### src/rtl/mem_refill_responder_pkg.sv
// Shared constants for the memory refill responder and its request queue.
`default_nettype none

package mem_refill_responder_pkg;

  localparam int MEM_ADDR_BITS = 26;
  localparam int MEM_TAG_BITS  = 8;
  localparam int REFILL_BEATS  = 4;
  localparam int MEM_LATENCY   = 4;

endpackage

`default_nettype wire

### src/rtl/mem_req_queue.sv
// Parameterised synchronous FIFO holding pending refill requests.
`default_nettype none

module mem_req_queue #(
  parameter int WIDTH = 8,
  parameter int DEPTH = 4
) (
  input  logic             clk,
  input  logic             rst_n,
  input  logic             i_push,
  input  logic [WIDTH-1:0] i_data,
  input  logic             i_pop,
  output logic             o_full,
  output logic             o_empty,
  output logic [WIDTH-1:0] o_head
);

  localparam int PW = $clog2(DEPTH);
  localparam logic [PW:0] C_DEPTH = DEPTH[PW:0];

  logic [WIDTH-1:0] r_mem [DEPTH];
  logic [PW-1:0]    r_wr_ptr;
  logic [PW-1:0]    r_rd_ptr;
  logic [PW:0]      r_count;
  logic             w_push;
  logic             w_pop;

  // Full is taken from the registered count, so a same-cycle pop never frees a slot.
  assign o_full  = (r_count == C_DEPTH);
  assign o_empty = (r_count == '0);
  assign o_head  = r_mem[r_rd_ptr];
  assign w_push  = i_push & ~o_full;
  assign w_pop   = i_pop & ~o_empty;

  always_ff @(posedge clk or negedge rst_n) begin
    if (!rst_n) begin
      for (int i = 0; i < DEPTH; i++) begin
        r_mem[i] <= '0;
      end
    end else if (w_push) begin
      r_mem[r_wr_ptr] <= i_data;
    end
  end

  always_ff @(posedge clk or negedge rst_n) begin
    if (!rst_n) begin
      r_wr_ptr <= '0;
      r_rd_ptr <= '0;
      r_count  <= '0;
    end else begin
      if (w_push) begin
        r_wr_ptr <= r_wr_ptr + PW'(1);
      end
      if (w_pop) begin
        r_rd_ptr <= r_rd_ptr + PW'(1);
      end
      case ({w_push, w_pop})
        2'b10:   r_count <= r_count + (PW+1)'(1);
        2'b01:   r_count <= r_count - (PW+1)'(1);
        default: r_count <= r_count;
      endcase
    end
  end

endmodule

`default_nettype wire

### src/rtl/mem_refill_responder.sv
// Memory-side refill responder: queues line requests, waits a fixed latency,
// then bursts line beats on the backing RAM and returns read response beats.
`default_nettype none

module mem_refill_responder
  import mem_refill_responder_pkg::*;
#(
  parameter int ADDR_BITS = MEM_ADDR_BITS,
  parameter int TAG_BITS  = MEM_TAG_BITS,
  parameter int LATENCY   = MEM_LATENCY,
  parameter int BEATS     = REFILL_BEATS,
  parameter int QDEPTH    = 4
) (
  input  logic                               clk,
  input  logic                               reset,
  input  logic                               mem_req_val,
  output logic                               mem_req_rdy,
  input  logic                               mem_req_rw,
  input  logic [ADDR_BITS-1:0]               mem_req_addr,
  input  logic [TAG_BITS-1:0]                mem_req_tag,
  output logic                               mem_resp_val,
  output logic [TAG_BITS-1:0]                mem_resp_tag,
  output logic [$clog2(BEATS)-1:0]           mem_resp_beat,
  output logic                               ram_en,
  output logic                               ram_we,
  output logic [ADDR_BITS+$clog2(BEATS)-1:0] ram_addr
);

  localparam int BEAT_BITS = $clog2(BEATS);
  localparam int REQ_W     = 1 + ADDR_BITS + TAG_BITS;
  localparam logic [BEAT_BITS-1:0] C_LAST_BEAT = BEAT_BITS'(BEATS - 1);
  localparam logic [3:0]           C_LAT_LOAD  = 4'(LATENCY - 1);

  typedef enum logic [1:0] {
    ST_IDLE  = 2'd0,
    ST_WAIT  = 2'd1,
    ST_BURST = 2'd2
  } state_e;

  typedef struct packed {
    logic                 rw;
    logic [ADDR_BITS-1:0] addr;
    logic [TAG_BITS-1:0]  tag;
  } req_t;

  state_e                           r_state;
  req_t                             r_cur;
  logic [3:0]                       r_lat;
  logic [BEAT_BITS-1:0]             r_beat;
  logic                             r_resp_val;
  logic [TAG_BITS-1:0]              r_resp_tag;
  logic [BEAT_BITS-1:0]             r_resp_beat;
  logic                             r_ram_en;
  logic                             r_ram_we;
  logic [ADDR_BITS+BEAT_BITS-1:0]   r_ram_addr;

  logic [REQ_W-1:0]                 w_req_in;
  req_t                             w_head;
  logic                             w_full;
  logic                             w_empty;
  logic                             w_pop;
  logic [BEAT_BITS-1:0]             w_next_beat;

  assign w_req_in    = {mem_req_rw, mem_req_addr, mem_req_tag};
  assign w_pop       = (r_state == ST_IDLE) & ~w_empty;
  assign w_next_beat = r_beat + BEAT_BITS'(1);
  assign mem_req_rdy = ~w_full;

  mem_req_queue #(
    .WIDTH (REQ_W),
    .DEPTH (QDEPTH)
  ) u_queue (
    .clk     (clk),
    .rst_n   (reset),
    .i_push  (mem_req_val),
    .i_data  (w_req_in),
    .i_pop   (w_pop),
    .o_full  (w_full),
    .o_empty (w_empty),
    .o_head  (w_head)
  );

  // Outputs are registered and loaded one cycle ahead of the beat they describe.
  always_ff @(posedge clk or negedge reset) begin
    if (!reset) begin
      r_state     <= ST_IDLE;
      r_cur       <= '0;
      r_lat       <= '0;
      r_beat      <= '0;
      r_resp_val  <= 1'b0;
      r_resp_tag  <= '0;
      r_resp_beat <= '0;
      r_ram_en    <= 1'b0;
      r_ram_we    <= 1'b0;
      r_ram_addr  <= '0;
    end else begin
      case (r_state)
        ST_IDLE: begin
          if (!w_empty) begin
            r_cur   <= w_head;
            r_lat   <= C_LAT_LOAD;
            r_state <= ST_WAIT;
          end
        end
        ST_WAIT: begin
          if (r_lat == 4'd0) begin
            r_beat      <= '0;
            r_state     <= ST_BURST;
            r_ram_en    <= 1'b1;
            r_ram_we    <= r_cur.rw;
            r_ram_addr  <= {r_cur.addr, BEAT_BITS'(0)};
            r_resp_val  <= ~r_cur.rw;
            r_resp_tag  <= r_cur.rw ? '0 : r_cur.tag;
            r_resp_beat <= '0;
          end else begin
            r_lat <= r_lat - 4'd1;
          end
        end
        ST_BURST: begin
          if (r_beat == C_LAST_BEAT) begin
            r_beat      <= '0;
            r_state     <= ST_IDLE;
            r_ram_en    <= 1'b0;
            r_ram_we    <= 1'b0;
            r_ram_addr  <= '0;
            r_resp_val  <= 1'b0;
            r_resp_tag  <= '0;
            r_resp_beat <= '0;
          end else begin
            r_beat      <= w_next_beat;
            r_ram_addr  <= {r_cur.addr, w_next_beat};
            r_resp_beat <= r_cur.rw ? '0 : w_next_beat;
          end
        end
        default: begin
          r_state <= ST_IDLE;
        end
      endcase
    end
  end

  assign mem_resp_val  = r_resp_val;
  assign mem_resp_tag  = r_resp_tag;
  assign mem_resp_beat = r_resp_beat;
  assign ram_en        = r_ram_en;
  assign ram_we        = r_ram_we;
  assign ram_addr      = r_ram_addr;

endmodule

`default_nettype wire

### config.mk
export PLATFORM = sky130hd
export DESIGN_NAME = mem_refill_responder
export DESIGN_NICKNAME = d
export VERILOG_FILES = /design/src/rtl/mem_refill_responder_pkg.sv /design/src/rtl/mem_req_queue.sv /design/src/rtl/mem_refill_responder.sv
export SDC_FILE = /design/constraint.sdc
export NUM_CORES = 1
export LEC_CHECK = 0
export BUFFER_PORTS_ARGS = -buffer_cell sky130_fd_sc_hd__buf_4
export CAP_MARGIN = 40
export CORE_ASPECT_RATIO = 1.1
export CORE_MARGIN = 3
export CORE_UTILIZATION = 25
export DETAILED_ROUTE_END_ITERATION = 8
export GPL_ROUTABILITY_DRIVEN = 0
export GPL_TIMING_DRIVEN = 0
export SLEW_MARGIN = 20
export SYNTH_ARGS = -nofsm -noshare
export SYNTH_HDL_FRONTEND = slang
export SYNTH_HIERARCHICAL = 1
export SYNTH_SLANG_ARGS = --single-unit
export TNS_END_PERCENT = 5
### constraint.sdc
create_clock -name clk -period 2.35 [get_ports clk]
set_input_delay 0.235 -clock clk [delete_from_list [all_inputs] [get_ports clk]]
set_output_delay 0.235 -clock clk [all_outputs]
set_load 0.05 [all_outputs]
# Word-level counts from Yosys, hierarchy flattened
# Cells that the tools add are included.
# op_classes
addsub	6
order_cmp	3
n_eq_ne	10
muxes	34
bitwise_logic	8
reduce_logical	12
# ops
cell	count
140-bit bitwise mux	1
35-bit two-way mux	3
35-bit binary-select mux with 2-bit select	1
35-bit demux with 2-bit select	1
28-bit two-way mux	2
28-bit one-hot mux with 2 select lines	1
8-bit two-way mux	3
8-bit one-hot mux with 2 select lines	1
2-bit two-way mux	7
3-bit AND reduction	3
4-bit two-way mux	2
2-bit inequality test, second input constant	4
2-bit one-hot mux with 2 select lines	2
4-bit one-hot mux with 2 select lines	1
2-bit by 1-bit adder with 2-bit output, second input constant	3
2-bit equality test, second input constant	3
3-bit greater-or-equal comparator, second input constant	2
2-bit inverter with 3-bit output	2
1-bit one-hot mux with 2 select lines	3
2-bit one-hot mux with 3 select lines	1
3-bit one-hot mux with 2 select lines	1
2-bit nonzero test	3
2-bit by 1-bit equality test with 1-bit output, second input constant	2
4-bit zero test	1
12 further kinds	20
# word_totals
reg_bits	231
inputBits	38
out_inout_bits	42
wordCells	92

# Longest topological paths before layout
# logic_depth
ltp_word	6
ltp_mapped	10
ltp_nobuf	9

# By module
# The synthesis kept the hierarchy.
# modules_own_cells
mod	n_inst	cells_each	area_per_inst_um2	seq_area_each_um2
mem_req_queue	1	375	6488.7	3678.5
mem_refill_responder	1	314	3599.7	2052.0

# Worst setup path after synthesis
# Ideal clock, no wire load.
# synth_timing
kind	register to register
startpoint	reg r_state[1]
endpoint	reg u_queue.r_count[2]
setup_ps	79
arrival_ps	2359
t_required_ps	2271
path_slack_ps	-88
stages_incl_launch_ff	11
path_buffers	2
synth_period_minus_slack_ps	2438
path_cell_list	dfrtp_1 buf_6 nor3_2 buf_2 o31a_1 ha_1 inv_1 fa_1 xor2_1 nor2_1 xor2_1
# synth_via
elab_chain_len	5
elab_cells_between_ends	7
cone_classes	2 x eq/ne; 1 x mux; 2 x bitwise; 2 x reduce/logical
# synth_rtl
item	line	rtl
start: declaration	mem_refill_responder.sv:46	state_e r_state;
start signal: assignment	mem_refill_responder.sv:86	r_state <= ST_IDLE;
start signal: assignment	mem_refill_responder.sv:102	r_state <= ST_WAIT;
start signal: assignment	mem_refill_responder.sv:108	r_state <= ST_BURST;
2-bit zero test *	mem_refill_responder.sv:65	assign w_pop = (r_state == ST_IDLE) & ~w_empty;
1-bit AND *	mem_refill_responder.sv:65	
named net w_pop	mem_refill_responder.sv:61	logic w_pop;
1-bit AND *	mem_req_queue.sv:33	assign w_pop = i_pop & ~o_empty;
named net u_queue.w_pop	mem_req_queue.sv:26	logic w_pop;
2-bit by 1-bit equality test with 1-bit output or 2-bit equality test (tied branches)	mem_req_queue.sv:57	case ({w_push, w_pop})
3-bit one-hot mux with 2 select lines or 2-bit nonzero test (tied branches)	-	
end signal: assignment	mem_req_queue.sv:58	2'b10: r_count <= r_count + (PW+1)'(1);
end signal: assignment	mem_req_queue.sv:59	2'b01: r_count <= r_count - (PW+1)'(1);
end signal: assignment	mem_req_queue.sv:60	default: r_count <= r_count;
end: declaration	mem_req_queue.sv:24	logic [PW:0] r_count;
# Mark *: on every way through the listed nets, which the timed path passes. The rest lies on a longest branch.
# A chain may end at the register's enable or synchronous reset.

==> metrics <==
syn_nets 736; DIE WIDTH 198 um; fin crit period 2.26 ns; R2R Path Start u_queue/r_rd_ptr[1]; NumNets Final 890; Post-Route M1 WL 11.1 mm; vias in the first global route 6,653; H-tree levels 1; layout cell share with drive strength beyond 1 43.7%; wire per inst 17.5 um; Setup Skew 0.0226 ns; WP data arrival 2.66 ns; I/O pins 80; Reg2Reg Setup Slack 0.09 ns; hold_ws 0.126 ns; Tot GR Track Use 11.2%; Critical Path Max Stage Delay 0.63 ns; TritonCTS clock tree done; final core utilization 32.1%; diode count 0; combinational power share 41.8%; critical path cell sequence clkbuf_1, clkbuf_1, mux4_2, mux2_2; status finished, final reports clean; routed wire length 24.0 mm; sequential element share of the synthesized area 56.8%; CTS Sinks 229; CTS clk-pin slew, worst paths 0.05 ns; Top Layer Used met4; DIE HEIGHT 217 um; reg2reg end r_cur[11]; RSZ-0062 raised after global routing true; VDD IR-drop max 0.701 mV; Port Buffers 79; DIE AREA 0.0428 mm^2; max_slew headroom 49.3%; largest net degree at the start of global routing 83; Hold Vio Cnt, Final 0; Mapped Avg Cell Area 14.6 um^2; Worst Setup End Kind register; starting density of the core 25.6%; sw frac 36.0%; GRT overflow 0; Distinct cells, synth 44; Clock Latency Late Sink 0.54 ns; Seq cells post-synth 229; Area contributors post-synth dfrtp_1, mux2_2, mux4_2; Detailed Place HPWL 17.0 mm; DR WL met2 11.6 mm; top cell family by delay on the critical path buffers and inverters; total number of vias 6,311; CP most frequent cell clkbuf_1; largest area contributor in the netlist dfrtp_1; area share of the largest cell type after synthesis 56.8%; period utilisation layout 96.0%; DRT Pass-1 Iters 5; synthesized instance count 689; Max-Cap Viols 0; core area 0.0395 mm^2; DRC viols 0; routed vias/inst 4.61; P_int 12.1 mW; Syn Std Cell Area 0.0101 mm^2; CTS max path bufs 3; Post-synth EDFFs 0; CP Launch Type register; Area Overhead vs Synth 25.5%; WL met3 915 um; clock network fraction of design power 20.2%; row count 76; FFs w/ async S/R, synth 100%; FMAX 443 MHz; max-slew violations 0; DP Worst Slack -0.502 ns; Pwr per Cell Area 1500 mW/mm^2; setup TNS 0 ns; Worst R2R Path Depth 4; Crit Path Max Fanout 10; Setup Viol. Count Final 0; Sequential Power Share 38.0%; first-pass GRT wire length 38.3 mm; CP Buf/Inv Count 2; total CTS buffers 27; Max stage delay cell, worst path clkbuf_1; P_sw 6.84 mW; Initial DRC Count 418; data required time of the critical path 2.75 ns; Worst Max-Slew Pin Slew 0.760 ns; Yosys warning count 6; Leak 5.29 nW; Final WS setup 0.0939 ns; Synth Flop Type dfrtp_1; antenna-violating nets left 0; Crit Path Class reg -> reg; initial antenna violation count 0; Root Buffer clkbuf_16; hold crit path type in -> async
power groups by stage:
stage	logic (mW)	registers, mW	clock network (mW)
3_5_place_dp	7.89	7.27	0
6_report	7.94	7.22	3.83
3_3_place_gp	7.73	7.17	0
2_1_floorplan	4.89	7.96	0
5_1_grt	8.55	7.46	4.16
4_1_cts	8.01	7.22	3.97
timing repair:
| action | CTS | global route |
|---|---|---|
| buffers inserted | 2 | 5 |
| hold buffers | 36 | 0 |
| gates resized for setup | 4 | 1 |
| setup endpoints to repair | 2 | 10 |
| pin swaps | 1 | 0 |
| endpoints found under the hold margin | 237 | 0 |
state kept, by name, summed over array words and instances, names as in the netlist:
signal            cells
ram_addr             27
mem_resp_val          1
r_state               2
u_queue/r_rd_ptr      2
u_queue/r_mem       140
mem_resp_tag          8
ram_we                1
r_cur                35
u_queue/r_wr_ptr      2
u_queue/r_count       3
r_lat                 4
ram_en                1
r_beat                1
mem_resp_beat         2
final cells by class:
class	instances	area [um^2]
well taps	507	634
flip-flops and latches	229	5730
clock buffers	34	732
clock inverters	13	83.8
multi-input cells	407	4050
plain buffers	43	295
fillers	3857	26800
repair buffers	125	1100
inverters	10	37.5
worst max-delay path by stage:
stage,startpoint,cells after the start,slack [ns],end
floorplan,r_state[1],10,0.03,u_queue/r_count[2]
global placement,reset,1,-0.73,mem_resp_tag[3]
detailed placement,u_queue/r_count[0],10,-0.50,u_queue/r_count[2]
CTS,u_queue/r_count[0],10,0.01,u_queue/r_count[2]
global route,u_queue/r_rd_ptr[1],4,-0.03,r_cur[12]
finish,u_queue/r_rd_ptr[1],4,0.09,r_cur[11]
cells in the final DEF, fill, tap and decap left out, types with 24 or more instances in the layout:
cell type / instances
dfrtp_1: 228
mux2_2: 176
buf_4: 85
nand2_1: 61
dlygate4sd3_1: 36
mux4_2: 35
clkbuf_16: 27
a31oi_1: 26
a221oi_1: 25
clkbuf_1: 24
worst reg2reg max path: cells and delay by family, from the launching register on:
family | cells | cell delay, ns
mux | 2 | 0.73
buf+inv | 2 | 1.08
flops | 1 | 0.32
cell families (layout without fill, tap and decap cells):
family	Yosys count	after routing	synth area share, %
AND/OR/NAND/NOR	96	96	4.64
XOR/XNOR	6	6	0.521
buffers and inverters	53	225	3.24
AO/OA/AOI/OAI	82	82	5.80
flip-flops	229	229	56.8
multiplexers	214	214	27.8
adder cells (fa/ha/maj)	9	9	1.19
per-layer routing:
layer | up-vias | global-route usage, %
met5 | - | 0
met1 | 3287 | 15.3
met2 | 129 | 18.8
li1 | 2875 | -
met3 | 20 | 1.80
met4 | 0 | 2.36
cell usage after synthesis, types with 2 or more instances:
master    number
a21oi_1        9
a221oi_1      25
a22o_1         8
a311oi_1       2
a31oi_1       26
buf_1          2
buf_2          8
buf_6          5
clkbuf_1      20
clkbuf_8       8
dfrtp_1      229
ha_1           8
inv_1          8
mux2_2       176
mux2i_1        2
mux4_2        35
nand2_1       61
nand2b_1       3
nand3_1        4
nor2_1         7
nor2_2         4
nor2b_1        2
nor3_1         5
o21ai_0        7
o22ai_1        2
xnor2_1        3
xor2_1         3
metrics by stage:
stage                     instances  cell area [um^2]  total power, mW
after floorplan                 689             10100             12.8
after global placement         1275             11300             14.9
after detailed placement       1278             11400             15.2
after CTS                      1363             12600             19.2
after global routing           1368             12700             20.2
final                          1368             12700             19.0
(Power assumes the default switching activity.)
